## config.mk

```make
export PLATFORM = sky130hd
export DESIGN_NAME = airplane_pos_ctrl
export DESIGN_NICKNAME = d
export VERILOG_FILES = /design/src/rtl/airplane_pos_ctrl_pkg.sv /design/src/rtl/airplane_pos_ctrl_button.sv /design/src/rtl/airplane_pos_ctrl.sv
export SDC_FILE = /design/constraint.sdc
export NUM_CORES = 1
export LEC_CHECK = 0
export CORE_MARGIN = 4
export CORE_UTILIZATION = 58
export CTS_CLUSTER_DIAMETER = 100
export DETAILED_ROUTE_END_ITERATION = 8
export DONT_BUFFER_PORTS = 1
export GPL_TIMING_DRIVEN = 0
export PLACE_DENSITY_LB_ADDON = 0.25
export SLEW_MARGIN = 15
export SYNTH_ARGS = -nofsm -noshare
export SYNTH_HDL_FRONTEND = slang
export SYNTH_SLANG_ARGS = --single-unit
```

## constraint.sdc

```tcl
create_clock -name clk -period 4.13 [get_ports clk]
set_clock_uncertainty 0.1 [all_clocks]
set_input_delay 0.826 -clock clk [delete_from_list [all_inputs] [get_ports clk]]
set_output_delay 0.826 -clock clk [all_outputs]
set_load 0.02 [all_outputs]
```

## src/rtl/airplane_pos_ctrl_pkg.sv

```systemverilog
// Shared screen geometry and player-bar FSM codes.
// The VGA renderer also uses the geometry constants, so the bar limits below
// are derived from them rather than typed in separately.
package airplane_pos_ctrl_pkg;

  localparam int H_RES  = 640;
  localparam int V_RES  = 480;
  localparam int BORDER = 10;
  localparam int BAR_H  = 100;
  localparam int BAR_X0 = 30;
  localparam int BAR_X1 = 40;

  // The bar top row must stay inside the frame, clear of both borders.
  localparam int TOP_LIMIT_DEF    = BORDER;
  localparam int BOTTOM_LIMIT_DEF = V_RES - BORDER - BAR_H;

  typedef enum logic [1:0] {
    IDLE      = 2'd0,
    MOVE_UP   = 2'd1,
    MOVE_DOWN = 2'd2
  } state_t;

endpackage

```

## src/rtl/airplane_pos_ctrl_button.sv

```systemverilog
// button_debounce: 2-FF synchroniser followed by a stability counter.
// Ports:
//   clk_i   - system clock
//   rst_i   - async active-high reset
//   btn_i   - raw button, asynchronous to clk_i
//   level_o - debounced level; follows the synchronised button only after
//             it has disagreed for DEBOUNCE_CYCLES consecutive cycles
module button_debounce #(
  parameter int DEBOUNCE_CYCLES = 500000
) (
  input  logic clk_i,
  input  logic rst_i,
  input  logic btn_i,
  output logic level_o
);

  localparam int CW = $clog2(DEBOUNCE_CYCLES + 1);

  logic [1:0]    sync_q;
  logic [CW-1:0] cnt_q, cnt_d;
  logic          level_q, level_d;

  always_ff @(posedge clk_i or posedge rst_i) begin
    if (rst_i) begin
      sync_q  <= '0;
      cnt_q   <= '0;
      level_q <= 1'b0;
    end else begin
      sync_q  <= {sync_q[0], btn_i};
      cnt_q   <= cnt_d;
      level_q <= level_d;
    end
  end

  // Flip on the last cycle of the disagreement run; any agreement restarts it.
  always_comb begin
    level_d = level_q;
    cnt_d   = '0;
    if (sync_q[1] != level_q) begin
      if (cnt_q == CW'(DEBOUNCE_CYCLES - 1)) level_d = sync_q[1];
      else                                   cnt_d   = cnt_q + 1'b1;
    end
  end

  assign level_o = level_q;

endmodule

```

## src/rtl/airplane_pos_ctrl.sv

```systemverilog
// airplane_pos_ctrl: moves the player bar once per frame from debounced
// up/down buttons, ramping speed while a direction is held and clamping the
// bar top row to [TOP_LIMIT, BOTTOM_LIMIT].
// Ports:
//   clk, reset         - system clock, async active-high reset
//   btn_up, btn_down   - raw buttons, active high, asynchronous
//   vsync              - vertical retrace pulse; its rising edge is the frame tick
//   airplanex [9:0]    - bar top row
//   moving             - state is MOVE_UP or MOVE_DOWN
//   at_limit           - airplanex sits on a clamp limit
module airplane_pos_ctrl
  import airplane_pos_ctrl_pkg::*;
#(
  parameter int DEBOUNCE_CYCLES = 500000,
  parameter int INIT_POS        = 190,
  parameter int TOP_LIMIT       = TOP_LIMIT_DEF,
  parameter int BOTTOM_LIMIT    = BOTTOM_LIMIT_DEF,
  parameter int MIN_STEP        = 2,
  parameter int MAX_STEP        = 8,
  parameter int ACCEL_FRAMES    = 8
) (
  input  logic       clk,
  input  logic       reset,
  input  logic       btn_up,
  input  logic       btn_down,
  input  logic       vsync,
  output logic [9:0] airplanex,
  output logic       moving,
  output logic       at_limit
);

  // SW leaves headroom for step+1 before saturation.
  localparam int SW = $clog2(MAX_STEP + 2);
  localparam int CW = $clog2(ACCEL_FRAMES + 1);

  logic          up, dn, tick, vs_q;
  state_t        state_q, state_d;
  logic [9:0]    pos_q, pos_d;
  logic [SW-1:0] step_q, step_d, cur_step;
  logic [CW-1:0] cnt_q, cnt_d, cnt_n;
  logic          moving_q, moving_d, at_limit_q, at_limit_d;
  logic [10:0]   pos_x;

  button_debounce #(.DEBOUNCE_CYCLES(DEBOUNCE_CYCLES)) u_db_up (
    .clk_i(clk), .rst_i(reset), .btn_i(btn_up), .level_o(up)
  );
  button_debounce #(.DEBOUNCE_CYCLES(DEBOUNCE_CYCLES)) u_db_dn (
    .clk_i(clk), .rst_i(reset), .btn_i(btn_down), .level_o(dn)
  );

  assign tick = vsync & ~vs_q;

  always_ff @(posedge clk or posedge reset) begin
    if (reset) begin
      vs_q       <= 1'b0;
      state_q    <= IDLE;
      pos_q      <= 10'(INIT_POS);
      step_q     <= SW'(MIN_STEP);
      cnt_q      <= '0;
      moving_q   <= 1'b0;
      at_limit_q <= 1'b0;
    end else begin
      vs_q       <= vsync;
      state_q    <= state_d;
      pos_q      <= pos_d;
      step_q     <= step_d;
      cnt_q      <= cnt_d;
      moving_q   <= moving_d;
      at_limit_q <= at_limit_d;
    end
  end

  // Both buttons pressed is treated exactly like neither.
  always_comb begin
    state_d = state_q;
    if (tick) begin
      case (state_q)
        IDLE:      state_d = (up & ~dn) ? MOVE_UP : (dn & ~up) ? MOVE_DOWN : IDLE;
        MOVE_UP:   state_d = (up & ~dn) ? MOVE_UP : (dn & ~up) ? MOVE_DOWN : IDLE;
        MOVE_DOWN: state_d = (dn & ~up) ? MOVE_DOWN : (up & ~dn) ? MOVE_UP : IDLE;
        default:   state_d = IDLE;
      endcase
    end
  end

  // Entering a move or reversing restarts the ramp at MIN_STEP on that tick.
  always_comb begin
    pos_d      = pos_q;
    step_d     = step_q;
    cnt_d      = cnt_q;
    moving_d   = moving_q;
    at_limit_d = at_limit_q;
    cur_step   = (state_d == state_q) ? step_q : SW'(MIN_STEP);
    cnt_n      = ((state_d == state_q) ? cnt_q : '0) + CW'(1);
    pos_x      = {1'b0, pos_q};
    if (tick) begin
      moving_d = (state_d != IDLE);
      if (state_d == IDLE) begin
        step_d = SW'(MIN_STEP);
        cnt_d  = '0;
      end else begin
        if (state_d == MOVE_UP)
          pos_d = 10'((pos_x < 11'(TOP_LIMIT) + 11'(cur_step)) ? 11'(TOP_LIMIT)
                                                                : pos_x - 11'(cur_step));
        else
          pos_d = 10'((pos_x + 11'(cur_step) > 11'(BOTTOM_LIMIT)) ? 11'(BOTTOM_LIMIT)
                                                                   : pos_x + 11'(cur_step));
        if (cnt_n == CW'(ACCEL_FRAMES)) begin
          cnt_d  = '0;
          step_d = (cur_step >= SW'(MAX_STEP)) ? SW'(MAX_STEP) : cur_step + 1'b1;
        end else begin
          cnt_d  = cnt_n;
          step_d = cur_step;
        end
      end
      at_limit_d = (pos_d == 10'(TOP_LIMIT)) || (pos_d == 10'(BOTTOM_LIMIT));
    end
  end

  assign airplanex = pos_q;
  assign moving    = moving_q;
  assign at_limit  = at_limit_q;

endmodule
```

==> reports/metrics.yaml <==
area_growth_pct: 13.1
ys.flop_type: "dfrtp_1"
max_slew.worst_pin.slew_ps: 770
synth_nets: 502
worstPathMaxFanout: 10
reg2reg_depth: 16
drt_iter0_markers: 195
pre_cts_ws_ps: -516
wl_per_cell_um: 15.8
fin_ws_ps: 168
ys_seq_area_share_pct: 39.0
syn_area_per_cell_um2: 9.04
dr.pass1.iters: 5
fin_crit_ps: 3960
gr-usage-met1_pct: 30.5
synth.largest_area_cell: "dfrtp_1"
first_global_vias: 3390
core_region_area_um2: 7250
p_leak_nw: 2.09
post-route-period-util_pct: 95.9
synthMuxAreaShare_pct: 1.71
wl_mm: 9.60
drc: 0
drive_gt1_share_pct: 18.9
viasPerCell: 5.88
startpoint_type: "flip-flop"
vias: 3564
start_util_pct: 59.6
fin_area_um2: 4890
hold_buffers: 0
path_clk_slew_ps: 70
worst_r2r_endpoint: "at_limit"
die_width_um: 94.3
setup_viol: 0
placed_area_um2: 4470
synth_fa_ha_area_share_pct: 6.02
use_met2_pct: 37.4
cts_tree: "yes"
clockBufferDepth: 2
finalMaxSlewViolations: 0
rows: 31
synth-compound-area-share_pct: 17.1
cts_root_buf: "clkbuf_8"
synth_edf_count: 0
synth-xor-area-share_pct: 9.70
met3_usage_pct: 4.33
numCtsBuffers: 9
synth_warnings: 0
io_pins: 17
fmax_mhz: 252
outcome: "completed"
drv_cap: 0
synth_top_cell_area_share_pct: 34.8
synth-simple-area-share_pct: 22.2
synth_top_family_by_area: "simple AND/OR/NAND/NOR gates"
synth_cell_types: 72
slew_headroom_pct: 48.1
clock_sinks: 67
ys_top_cells_by_area: "dfrtp_1 35%, nor2_1 5.2%, xor2_1 5.1%"
drt.antenna.violating_nets: 0
finalHoldViolCount: 0
busiest_layer: "met2"
syn_area_um2: 4320
hold_ws_ps: 224
fin_util_pct: 67.4
dp_hpwl_mm: 6.63
total_power_mw: 1.34
hold_path_class: "in2async"
required_ps: 4280
grt_start_max_net_pins: 43
cp-end-kind: "flip-flop"
async_reset_ff_share_pct: 100
ir_drop_mv: 0.281
crit_type: "reg2reg"
clk_latency_ps: 340
die_area_um2: 8890
reg2reg_from: "u_db_dn.level_o"
numPortBuffers: 0
diodes: 0
arrival_ps: 4110
p_per_area_nw_per_um2: 273
ys_ff_latch: 67
antenna_found_initial: 0
grt-ovfl-total: 0
nFillCells: 615
r2r_slack_ps: 170
syn_inst: 478
gp_congestion: 0.943
grt_usage_pct: 23.0
grt_pass1_wl_mm: 16.1
die_y_um: 94.3
fin_nets: 526
cts-htree-levels: 3
synth_stat cells (2+ instances only):
| cell | count |
|---|---|
| a211oi_1 | 6 |
| a21o_1 | 5 |
| a21oi_1 | 14 |
| a21oi_2 | 2 |
| a22oi_1 | 2 |
| a31oi_1 | 5 |
| a32o_1 | 2 |
| and2_1 | 4 |
| and3_1 | 12 |
| and4_1 | 5 |
| buf_2 | 6 |
| buf_6 | 2 |
| clkbuf_1 | 16 |
| dfrtp_1 | 60 |
| dfstp_2 | 7 |
| fa_1 | 3 |
| ha_1 | 16 |
| inv_1 | 20 |
| mux2_2 | 3 |
| mux2i_1 | 4 |
| nand2_1 | 43 |
| nand2b_1 | 3 |
| nand3_1 | 21 |
| nand4_1 | 6 |
| nor2_1 | 60 |
| nor2_2 | 2 |
| nor2b_1 | 3 |
| nor3_1 | 6 |
| nor3b_1 | 2 |
| nor4_1 | 2 |
| nor4b_1 | 4 |
| nor4bb_1 | 2 |
| o211ai_1 | 5 |
| o211ai_2 | 2 |
| o21a_1 | 2 |
| o21ai_0 | 30 |
| o21ai_1 | 3 |
| o31ai_1 | 3 |
| o32a_1 | 2 |
| or2_2 | 4 |
| or2_4 | 2 |
| or3_1 | 3 |
| xnor2_1 | 21 |
| xor2_1 | 25 |
report_power, final:
group | internal (mW) | switching [mW] | total (mW) | leakage [nW]
Sequential | 0.668 | 0.0171 | 0.686 | 0.882
Combinational | 0.0582 | 0.0871 | 0.145 | 1.11
Clock | 0.266 | 0.238 | 0.504 | 0.0965
Total | 0.993 | 0.343 | 1.34 | 2.09
timing repair:
item / CTS / global route
resized for setup: 7 / 27
setup buffers: 7 / 9
setup endpoints to repair: 7 / 1
pin swaps: 4 / 16
gates cloned: 0 / 0
layer usage:
metal | part of all wire, % | up-vias
met1 | 45 | 1717
met3 | 4.5 | 20
li1 | - | 1732
met4 | 2.0 | 0
met5 | 0 | -
met2 | 48 | 95
metrics by stage:
| step | cells | setup TNS, ps |
|---|---|---|
| 2_1_floorplan | 478 | 0 |
| 3_3_place_gp | 577 | -889 |
| 3_5_place_dp | 578 | -1030 |
| 4_1_cts | 600 | 0 |
| 5_1_grt | 606 | -63.9 |
| 6_report | 606 | 0 |
sequential cells by signal, indices dropped and copies added (netlist names):
signal           count
u_db_dn.cnt_q       19
u_db_up.cnt_q       19
airplanex           10
cnt_q                4
step_q               4
state_q              2
u_db_dn.sync_q       2
u_db_up.sync_q       2
at_limit             1
moving               1
u_db_dn.level_o      1
u_db_up.level_o      1
vs_q                 1
cells in the final DEF, fill, tap and decap left out, types with 3 or more instances in the layout:
master	n
mux2_2	3
buf_4	15
mux2i_1	4
or2_2	4
or3_1	3
xor2_1	24
buf_2	4
nand4_1	6
clkbuf_8	12
nand3_1	20
and3_1	12
clkbuf_1	16
and2_1	3
a21o_1	5
a31oi_1	5
dfrtp_2	3
and4_1	5
ha_1	12
o211ai_1	5
xnor2_1	21
inv_2	3
a211oi_1	5
a21oi_1	14
dfstp_2	7
nor3_1	5
inv_1	16
dfrtp_1	57
nor4b_1	4
o21ai_0	30
nor2_1	59
nand2_1	41
cell type report:
class                           instances  area [µm²]  share of cell area [%]
Buffer                                 20        95.1                    1.95
Clock buffer                           14         173                    3.53
Clock inverter                          2        10.0                   0.205
Inverter                               20        77.6                    1.59
Multi-Input combinational cell        367        2570                    52.5
Sequential cell                        67        1690                    34.6
Tap cell                               99         124                    2.53
Timing Repair Buffer                   17         153                    3.12
worst max-delay path by stage:
stage,startpoint,end,slack (ps),depth (start not counted)
floorplan,vsync,at_limit,50,17
global placement,state_q[1],at_limit,-490,18
CTS,u_db_dn.level_o,at_limit,10,18
detailed placement,state_q[1],at_limit,-520,18
global route,u_db_dn.level_o,at_limit,-60,16
finish,u_db_dn.level_o,at_limit,170,16
cell families after synthesis:
family / count (synthesis)
multiplexers: 7
flip-flops: 67
buffers and inverters: 44
adder cells (fa/ha/maj): 19
AND/OR/NAND/NOR: 190
AO/OA/AOI/OAI: 104
XOR/XNOR: 47
critical path, cell delays in order, from the launching register on:
cell and delay (ps):
dfrtp_2 470, nor3_2 190, a21oi_1 80, o21ai_2 210
buf_4 150, nand2_2 90, ha_1 300, buf_6 140
or3b_1 380, o211ai_2 200, xor2_2 220, a41o_2 280
o21ai_4 120, nor2_8 160, o221ai_2 110, a2111o_1 400
o31ai_2 250
No activity file was read; power rests on OpenSTA's default activity.
